### src/rtl/linalg_pkg.sv
// rtl/linalg_pkg.sv - shared linalg types, default element width and index-width helper
package linalg_pkg;

  localparam int FP_W = 32;

  typedef enum logic {
    IDLE = 1'b0,
    SEND = 1'b1
  } mat_ser_state_t;

  // Index width for a count of n items, never narrower than one bit
  function automatic int idx_w(input int n);
    return (n <= 2) ? 1 : $clog2(n);
  endfunction

endpackage

### src/rtl/mat_serializer.sv
// rtl/mat_serializer.sv - packed M x N matrix to row-major scalar stream; optional MAT_SERIALIZER_LAST_EN adds output_elem_last
module mat_serializer
  import linalg_pkg::*;
#(
  parameter int M = 2,
  parameter int N = 3,
  parameter int W = FP_W
) (
  input  logic             clk,
  input  logic             rst,
  input  logic [M*N*W-1:0] input_mat,
  input  logic             input_mat_stb,
  output logic             input_mat_ack,
  output logic [W-1:0]     output_elem,
  output logic             output_elem_stb,
`ifdef MAT_SERIALIZER_LAST_EN
  output logic             output_elem_last,
`endif
  input  logic             output_elem_ack
);

  localparam int TOTAL = M * N;
  localparam int IDX_W = idx_w(TOTAL);
  localparam logic [IDX_W-1:0] LAST_IDX = IDX_W'(TOTAL - 1);

  mat_ser_state_t   r_state;
  logic [IDX_W-1:0] r_idx;
  logic             r_ack;
  logic [W-1:0]     r_buf [TOTAL];

  logic             w_in_xfer;
  logic             w_out_xfer;
  logic [W-1:0]     w_elem;

  assign w_in_xfer  = r_ack & input_mat_stb;
  assign w_out_xfer = (r_state == SEND) & output_elem_ack;

  // FSM, element index and matrix buffer; buffer only loads on an accepted matrix
  always_ff @(posedge clk or negedge rst) begin
    if (!rst) begin
      r_state <= IDLE;
      r_idx   <= '0;
      r_ack   <= 1'b0;
      for (int k = 0; k < TOTAL; k++) begin
        r_buf[k] <= '0;
      end
    end else begin
      case (r_state)
        IDLE: begin
          r_ack <= 1'b1;
          if (w_in_xfer) begin
            for (int k = 0; k < TOTAL; k++) begin
              r_buf[k] <= input_mat[(TOTAL-1-k)*W +: W];
            end
            r_idx   <= '0;
            r_state <= SEND;
            r_ack   <= 1'b0;
          end
        end
        SEND: begin
          if (w_out_xfer) begin
            if (r_idx == LAST_IDX) begin
              r_idx   <= '0;
              r_state <= IDLE;
              r_ack   <= 1'b1;
            end else begin
              r_idx <= r_idx + 1'b1;
            end
          end
        end
        default: r_state <= IDLE;
      endcase
    end
  end

  // Element select from registered buffer and index only
  always_comb begin
    w_elem = '0;
    for (int k = 0; k < TOTAL; k++) begin
      if (r_idx == IDX_W'(k)) begin
        w_elem = r_buf[k];
      end
    end
  end

  assign input_mat_ack   = r_ack;
  assign output_elem     = w_elem;
  assign output_elem_stb = (r_state == SEND);
`ifdef MAT_SERIALIZER_LAST_EN
  assign output_elem_last = (r_state == SEND) && (r_idx == LAST_IDX);
`endif

endmodule
### config.mk
export PLATFORM = sky130hd
export DESIGN_NAME = mat_serializer
export DESIGN_NICKNAME = d
export VERILOG_FILES = /design/src/rtl/linalg_pkg.sv /design/src/rtl/mat_serializer.sv
export SDC_FILE = /design/constraint.sdc
export NUM_CORES = 1
export LEC_CHECK = 0
export BUFFER_PORTS_ARGS = -buffer_cell sky130_fd_sc_hd__clkbuf_2
export CAP_MARGIN = 5
export CELL_PAD_IN_SITES_DETAIL_PLACEMENT = 0
export CELL_PAD_IN_SITES_GLOBAL_PLACEMENT = 1
export CORE_MARGIN = 1
export CORE_UTILIZATION = 40
export DETAILED_ROUTE_END_ITERATION = 8
export GPL_TIMING_DRIVEN = 0
export PLACE_DENSITY_LB_ADDON = 0.1
export SLEW_MARGIN = 20
export SYNTH_ARGS = -nofsm -noshare
export SYNTH_HDL_FRONTEND = slang
export SYNTH_SLANG_ARGS = --single-unit
### constraint.sdc
create_clock -name clk -period 3.32 [get_ports clk]
set_clock_uncertainty 0.15 [all_clocks]
set_input_delay 0.664 -clock clk [delete_from_list [all_inputs] [get_ports clk]]
set_output_delay 0.664 -clock clk [all_outputs]
set_load 0.005 [all_outputs]
Word-level counts from Yosys, hierarchy flattened
Index checks and enable logic that the tools add are counted.
{"block": "totals", "in_bits": 196, "ff_bits": 197, "elab_cells": 43}
{"block": "op_classes", "addsub": 1, "n_reduce_logical": 4, "mux": 18, "n_bitwise": 3, "eq_ne": 8}
{"cell": "2-to-1 mux 32 bit", "n": 6}
{"cell": "2-to-1 mux 3 bit", "n": 3}
{"cell": "== test 3 x 2 -> 1 bit (second input constant)", "n": 2}
{"cell": "== test 3 bit (second input constant)", "n": 2}
{"cell": "2-to-1 mux 1 bit", "n": 6}
{"cell": "one-hot mux 3 bit (2 select lines)", "n": 1}
{"cell": "AND reduction 2 bit", "n": 3}
{"cell": "inequality test 2 x 1 -> 1 bit (second input constant)", "n": 2}
{"cell": "one-hot mux 1 bit (2 select lines)", "n": 2}
{"cell": "adder 3 x 1 -> 3 bit (second input constant)", "n": 1}
{"cell": "== test 3 x 1 -> 1 bit (second input constant)", "n": 1}
{"cell": "zero test 3 bit", "n": 1}
{"cell": "bitwise AND 1 bit", "n": 2}
{"cell": "inequality test 2 bit (second input constant)", "n": 1}
{"cell": "inverter 1 bit", "n": 1}

Logic depth before layout (Yosys ltp)
Gate-level depths: netlist of run 1.
{"block": "depth", "word_depth": 7, "depth_mapped": 10, "depth_no_buf": 5}

Worst setup path before layout of run 1
Ideal clock, no wire load.
{"block": "synth_timing", "path_type": "flip-flop to output port", "start": "register r_idx[0]", "end": "output port output_elem[11]", "path_buffers": 5, "required_ps": 2506, "slack_ps": 583, "stages_incl_launch_ff": 11, "t_arrival_ps": 1923, "cell_sequence": "dfrtp_1 > buf_6 > buf_6 > clkbuf_4 > and2_1 > ha_1 > buf_2 > nor2_1 > clkbuf_1 > o21ai_0 > o221ai_1"}
{"block": "synth_via", "elab_chain_len": 7, "word_cells_on_any_way": 12, "cone_classes": "eq/ne (5); mux (6); reduce/logical (1)"}
{"item": "start: declaration", "line_no": "mat_serializer.sv:27", "text": "logic [IDX_W-1:0] r_idx;"}
{"item": "start signal: assignment", "line_no": "mat_serializer.sv:67", "text": "r_idx <= r_idx + 1'b1;"}
{"item": "zero test 3 bit", "line_no": "mat_serializer.sv:80", "text": "if (r_idx == IDX_W'(k)) begin"}
{"item": "2-to-1 mux 32 bit (5 in series)", "line_no": "mat_serializer.sv:80"}
{"item": "2-to-1 mux 32 bit (*)", "line_no": "mat_serializer.sv:80"}
{"item": "end: declaration", "line_no": "mat_serializer.sv:14", "text": "output logic [W-1:0] output_elem,"}
Mark *: on every way between the ends. The rest lies on a longest branch, timed or not.

Final worst setup path of run 1
{"block": "layout_timing", "start": "register r_idx[1]", "end": "output port output_elem[29]"}
The elaborated chain is that of the path after synthesis.

==> impl_summary.txt, run 1 <==
----------------------------------------------------
[Status]
  Result of the run ... finished clean

[Clock tree]
  Cts bufs inserted ... 17
  Post-CTS clock slew at the launch and capture registers of the worst setup and hold paths ... 0.08 ns
  Buffer type at the clock tree root ... sky130_fd_sc_hd__clkbuf_16
  Number of sinks on the clock net ... 197
  Later-pin clock latency in the skew report ... 0.43 ns
  TritonCTS clock tree ... built
  Total number of H-tree levels ... 4
  Clock tree buffer depth ... 2

[Pwr]
  Power per standard cell area ... 944 mW/mm^2
  Fraction of power consumed by sequential logic ... 36.0%
  Worst vdd rail ir drop ... 0.367 mV
  Power dissipated by switching net loads ... 4.70 mW
  Total power consumption of the routed design ... 11.5 mW
  Static Leakage ... 6.56 nW
  Clk pwr share ... 18.1%
  Power share of the combinational group ... 45.9%
  Net switching share of the total power ... 40.8%
  Internal power summed over all cells ... 6.83 mW

[Synth]
  Most used flip-flop cell after synthesis ... sky130_fd_sc_hd__dfrtp_1
  Sequential fraction of the synthesis area ... 49.6%
  Post-synth design cell area ... 0.00995 mm^2
  Count of flip-flops with a built-in enable after synthesis ... 0
  Cell type with the highest aggregate area in the netlist ... sky130_fd_sc_hd__dfrtp_1
  Cell types with the highest counts after synthesis ... sky130_fd_sc_hd__nand2_1, sky130_fd_sc_hd__dfrtp_1, sky130_fd_sc_hd__buf_2, sky130_fd_sc_hd__nand3_1
  Average instance area after synthesis ... 8.75 um^2
  Cell types occupying the most area after synthesis ... sky130_fd_sc_hd__dfrtp_1, sky130_fd_sc_hd__nand2_1, sky130_fd_sc_hd__a211oi_2, sky130_fd_sc_hd__mux2i_1, sky130_fd_sc_hd__and3b_1
  Post-synth top area share ... 49.6%
  Share of synthesized flip-flops with an asynchronous set or reset ... 100%
  Cell count after synthesis ... 1137
  Yosys cell types ... 31
  Post-synthesis sequential element count ... 197
  Net count after synthesis ... 1334
  Most numerous cell in the Yosys netlist ... sky130_fd_sc_hd__nand2_1
  Count of synthesis-stage warnings from yosys ... 0

[Routing]
  Post-detailed-route count of antenna-violating nets ... 0
  Wire length per cell after detailed routing ... 18.6 um
  Starting DRT DRC Count ... 550
  Routed via count ... 8557
  DRT Wirelength ... 32100 um
  Via-per-instance ratio ... 4.96
  DRC errors left ... 0
  Detailed-router iteration count before antenna repair ... 5

[Finish]
  Number of nets in the final layout ... 1585
  Layout overhead on the synthesized area ... 22.9%
  Area used by sequential logic in the layout ... 0.00493 mm^2
  Antenna cells ... 0
  Fill cell instance count of the final layout ... 2505
  Share of final-layout standard cells stronger than drive strength 1 ... 28.7%
  Area occupied by multi-input gates ... 0.00451 mm^2

[Worst setup path]
  CP Data Required Time ... 2.51 ns
  Setup slack on the worst flop-to-flop path ... 1.60 ns
  Worst setup SP type ... flip-flop
  Arrival time of the worst setup path ... 2.47 ns
  Type of the setup path with the least slack ... reg -> out
  Library cell appearing most often on the critical path ... sky130_fd_sc_hd__buf_6
  Longest individual stage delay on the worst path ... 0.42 ns
  Cells along the critical path ... buf_6 > buf_6 > and2_1 > ha_4 > nor2_4 > clkbuf_8 > buf_4 > o21ai_0 > o221ai_1 > clkbuf_2
  Maximum fanout along the worst path ... 10
  Critical Path Sink Type ... output port
  Cell with the biggest individual delay on the critical path ... sky130_fd_sc_hd__dfrtp_2

[Hold path]
  Hold crit path type ... in -> async

[Floorplan]
  Number of primary I/O pins ... 230
  Die Span Y ... 160 um
  Full die area ... 0.0255 mm^2
  Die Span X ... 160 um
  Number of rows created at floorplan ... 57
  Initial core utilization ... 40.9%
  Std-Cell Core Area ... 0.0243 mm^2

[Global routing]
  Wire length of the first global-routing pass ... 49300 um
  Via count of the first global-routing pass ... 8553
  All-Layer GR Usage ... 25.8%
  Largest net degree at the start of global routing ... 87
  GRT Residual Overflow ... 0
  Initial antenna violation count ... 0

[STA]
  Timing-limited maximum frequency ... 305 MHz
  Final count of pins violating max slew ... 0
  Number of endpoints with negative hold slack in the final report ... 0
  Unrepaired setup endpoints after global routing ... yes
  Post-layout min period ... 3.28 ns
  Share of the clock period used by the worst path ... 98.8%
  Slew HR ... 54.0%
  Transition time of the tightest slew-check pin ... 0.690 ns
  Count of endpoints failing setup in the final report ... 0
  Worst Slack Setup Final ... 0.0397 ns

[Run]
  Max Cap Violations ... 0

[Place]
  Placer Congestion ... 0.808
  Detailed-placement wirelength estimate ... 23100 um
  Number of I/O port buffers ... 229
  Worst slack at placement ... -0.326 ns

----------------------------------------------------
==> placed cells by master (no fill, tap or decap), drive strengths merged, types with 2 or more instances in the layout <==
master,netlist,layout
mux2i,33,33
nand2b,33,33
nor3b,32,32
dfrtp,197,197
a211oi,32,32
nand2,578,578
inv,3,9
nand3,34,34
clkinv,0,6
o21ai,33,33
nor2,3,3
buf,69,71
and3b,33,33
o31ai,2,2
clkbuf,16,264
o221ai,32,32
==> sequential cells by signal (all words and copies together) (netlist names) <==
register,flops
input_mat_ack,1
output_elem_stb,1
r_buf,192
r_idx,3
==> timing repair <==
item | CTS | global route
gates resized for setup | 17 | 5
pin swaps | 2 | 2
hold endpoints to repair | 0 | 0
gates cloned | 1 | 0
hold buffers | 0 | 0
setup endpoints to repair | 32 | 19
buffers inserted | 3 | 0
==> layout make-up <==
cell class                      instances  area share [%]
Sequential cell                       197            40.4
Multi-Input combinational cell        852            36.9
Timing Repair Buffer                  235            10.1
Buffer                                 82            4.48
Clock buffer                           18            3.59
Tap cell                              324            3.32
Clock inverter                         14            1.15
Inverter                                3          0.0921
==> power by group through the flow <==
stage	clock, mW	sequential (mW)	combinational, mW
3_5_place_dp	0	4.18	5.20
4_1_cts	2.11	4.15	5.31
5_1_grt	2.20	4.30	5.84
3_3_place_gp	0	4.18	5.13
2_1_floorplan	0	3.96	3.49
6_report	2.08	4.16	5.30
==> per-stage QoR <==
step	instances	hold WS (ns)	setup TNS (ns)	area [um^2]	utilization, %
3_3_place_gp	1690	0.297	-506.31	11500	47.3
2_1_floorplan	1137	0.218	0	9950	-
3_5_place_dp	1692	0.305	-3.81	11600	47.5
6_report	1725	0.00468	0	12200	50.3
4_1_cts	1725	0.0239	0	12200	50.2
5_1_grt	1725	0.0286	-0.0400	12200	50.3
==> layer usage <==
metal | track usage [%] | part of all wire (%) | vias up
li1 | - | - | 4195
met1 | 36.0 | 46 | 4060
met2 | 41.9 | 47 | 284
met3 | 4.47 | 6.0 | 18
met4 | 5.99 | 1.0 | 0
met5 | 0 | 0 | -
==> path summary, 6_finish.rpt <==
check,from,endpoint,depth (start not counted)
min,rst,r_buf[17],1
min in group clk,input_mat[190],r_buf[190],3
max,r_idx[1],output_elem[29],10
max in group asynchronous,rst,r_idx[2],3
min reg2reg,r_buf[105],r_buf[105],2
max reg2reg,output_elem_stb,r_buf[61],5
==> worst max-delay path: cells and delay by family, from the launching register on <==
family,cells,cell delay [ns]
AOI/OAI and AO/OA,2,0.26
adders and majority gates,1,0.18
buffers and inverters,5,0.79
DFF,1,0.42
and+or+nand+nor,2,0.39
==> cells by family (layout without fill, tap and decap cells) <==
group | Yosys count | in the layout | synth area share [%]
flops | 197 | 197 | 49.6
fa+ha+maj | 1 | 1 | 0.126
mux | 33 | 33 | 3.32
simple gates | 717 | 717 | 32.7
compound gates | 101 | 101 | 8.86
buf+inv | 88 | 352 | 5.45
(Power assumes the default switching activity.)
==> inputs of run 2 (changes only) <==
--- a/config.mk
+++ b/config.mk
@@ -10,10 +10,11 @@
 export CELL_PAD_IN_SITES_DETAIL_PLACEMENT = 0
 export CELL_PAD_IN_SITES_GLOBAL_PLACEMENT = 1
 export CORE_MARGIN = 1
-export CORE_UTILIZATION = 40
+export CORE_UTILIZATION = 37
 export DETAILED_ROUTE_END_ITERATION = 8
 export GPL_TIMING_DRIVEN = 0
-export PLACE_DENSITY_LB_ADDON = 0.1
+export MAX_ROUTING_LAYER = met4
+export PLACE_DENSITY = 0.81
 export SLEW_MARGIN = 20
 export SYNTH_ARGS = -nofsm -noshare
 export SYNTH_HDL_FRONTEND = slang
==> run 2 against run 1 <==
Against the previous run: the run now ends with DRC left; fmax increased by 0.87%; flip-flop and latch count unchanged; power rose by 3.9%; non-clock buffer count is 7 higher; first-iteration DRC count grew 3.6%; critical path type unchanged; largest cell class unchanged; highest routed layer unchanged.
==> impl_summary.txt, run 2 (synthesis results as in run 1) <==
----------------------------------------------------
[Routing]
  Starting DRT DRC Count ... 570
  DRC errors left ... 11
  Post-detailed-route count of antenna-violating nets ... 0
  Wire length per cell after detailed routing ... 18.7 um
  Detailed-router iteration count before antenna repair ... 9
  DRT Wirelength ... 32500 um
  Routed via count ... 8603
  Via-per-instance ratio ... 4.94

[Clock tree]
  Cts bufs inserted ... 17
  TritonCTS clock tree ... built
  Later-pin clock latency in the skew report ... 0.43 ns
  Buffer type at the clock tree root ... sky130_fd_sc_hd__clkbuf_16
  Post-CTS clock slew at the launch and capture registers of the worst setup and hold paths ... 0.07 ns
  Number of sinks on the clock net ... 197
  Clock tree buffer depth ... 2
  Total number of H-tree levels ... 4

[Global routing]
  Via count of the first global-routing pass ... 8675
  Largest net degree at the start of global routing ... 84
  Wire length of the first global-routing pass ... 49800 um
  All-Layer GR Usage ... 24.8%
  GRT Residual Overflow ... 0
  Initial antenna violation count ... 0

[Finish]
  Most used cells in the layout excluding fill and tap cells ... sky130_fd_sc_hd__nand2_1, sky130_fd_sc_hd__clkbuf_2, sky130_fd_sc_hd__dfrtp_1
  Most common cell after layout, fill and taps aside ... sky130_fd_sc_hd__nand2_1
  Layout overhead on the synthesized area ... 24.6%
  Antenna cells ... 0
  Top Registers ... r_buf x192, r_idx x3
  Flip-flop count of the largest register after layout ... 192
  Biggest register ... r_buf
  Area occupied by multi-input gates ... 0.00448 mm^2
  Number of nets in the final layout ... 1592
  Area used by sequential logic in the layout ... 0.00493 mm^2
  Share of final-layout standard cells stronger than drive strength 1 ... 29.0%
  Fill cell instance count of the final layout ... 2607

[Worst setup path]
  Crit path depth ... 10
  Worst setup SP type ... flip-flop
  Type of the setup path with the least slack ... reg -> out
  Critical Path Source ... r_idx[2]
  Maximum fanout along the worst path ... 19
  Cells along the critical path ... buf_4 > inv_1 > ha_2 > buf_6 > nor2_4 > buf_12 > clkbuf_8 > o21ai_0 > o221ai_1 > clkbuf_2
  Arrival time of the worst setup path ... 2.44 ns
  Critical Path Sink Type ... output port
  Number of buffers and inverters on the critical path ... 6
  End point of the critical path ... output_elem[20]
  Worst reg2reg path endpoint ... output_elem_stb
  Depth of the most critical reg-to-reg path ... 6
  Setup slack on the worst flop-to-flop path ... 1.56 ns
  CP Data Required Time ... 2.51 ns
  Worst r2r src ... r_idx[1]
  Top cell family by delay on the critical path ... buffers and inverters
  Cell with the biggest individual delay on the critical path ... sky130_fd_sc_hd__dfrtp_2
  Longest individual stage delay on the worst path ... 0.36 ns

[Pwr]
  Power per standard cell area ... 967 mW/mm^2
  Static Leakage ... 6.66 nW
  Worst vdd rail ir drop ... 0.377 mV
  Total power consumption of the routed design ... 12.0 mW

[STA]
  Share of the clock period used by the worst path ... 98.0%
  Final count of pins violating max slew ... 0
  Timing-limited maximum frequency ... 308 MHz
  Count of endpoints failing setup in the final report ... 0
  Unrepaired setup endpoints after global routing ... no
  Transition time of the tightest slew-check pin ... 0.768 ns
  Number of endpoints with negative hold slack in the final report ... 0
  Post-Route Setup TNS ... 0 ns
  Slew HR ... 48.8%
  Post-layout min period ... 3.25 ns

[Hold path]
  Hold crit path type ... in -> async

[Status]
  Violations in the final reports ... DRC
  Result of the run ... complete, but fails checks

[Floorplan]
  Std-Cell Core Area ... 0.0262 mm^2
  Number of rows created at floorplan ... 59
  Die Span X ... 166 um
  Die Span Y ... 166 um
  Full die area ... 0.0275 mm^2
  Initial core utilization ... 38.0%
  Number of primary I/O pins ... 230

[Place]
  Detailed-placement wirelength estimate ... 23600 um
  Number of I/O port buffers ... 229
  Placer Congestion ... 0.836

[Run]
  Max Cap Violations ... 0

----------------------------------------------------
[run 2: final cells by class]
class	count	area share, %
inverters	3	0.0908
flip-flops and latches	197	39.8
plain buffers	82	4.43
repair buffers	242	10.6
clock inverters	15	2.12
clock buffers	17	3.43
multi-input cells	852	36.2
well taps	335	3.38
[run 2: metal layers]
metal / vias to the layer above / GRT usage (%) / part of all wire (%)
met4: 0 / 6.79 / 1.4
met3: 31 / 3.43 / 5.4
met2: 295 / 39.9 / 47
met1: 4071 / 32.7 / 46
li1: 4206 / - / -
met5: - / - / 0
[run 2: timing repair]
action	in CTS	in global routing
resized for setup	21	13
hold buffers	0	0
setup endpoints to repair	32	26
buffers inserted	7	2
pin swaps	5	6
cloned	3	0
[run 2: how the worst min path moves through the flow]
| stage | endpoint | depth (start not counted) | start | slack [ns] |
|---|---|---|---|---|
| 2_1_floorplan | input_mat_ack | 0 | rst | 0.22 |
| 3_3_place_gp | r_buf[143] | 2 | r_buf[143] | 0.30 |
| 3_5_place_dp | r_buf[128] | 2 | r_buf[128] | 0.31 |
| 4_1_cts | r_buf[6] | 1 | rst | 0.01 |
| 5_1_grt | r_buf[6] | 1 | rst | 0.03 |
| 6_report | r_buf[6] | 1 | rst | 0.01 |
[run 2: power by group]
group	internal, mW	total (mW)	switching [mW]
Clock	1.44	2.45	1.01
Combinational	2.32	5.42	3.10
Sequential	3.50	4.12	0.619
[run 2: metrics by stage]
step           area (um^2)  setup WS, ns  instances  utilization [%]  hold WS, ns
2_1_floorplan         9950         0.583       1137                -        0.218
3_3_place_gp         11500         -2.48       1701             43.9        0.298
3_5_place_dp         11600        -0.275       1703             44.2        0.305
4_1_cts              12400        0.0106       1742             47.2       0.0120
5_1_grt              12400       0.00141       1743             47.3       0.0252
6_report             12400        0.0680       1743             47.3       0.0140
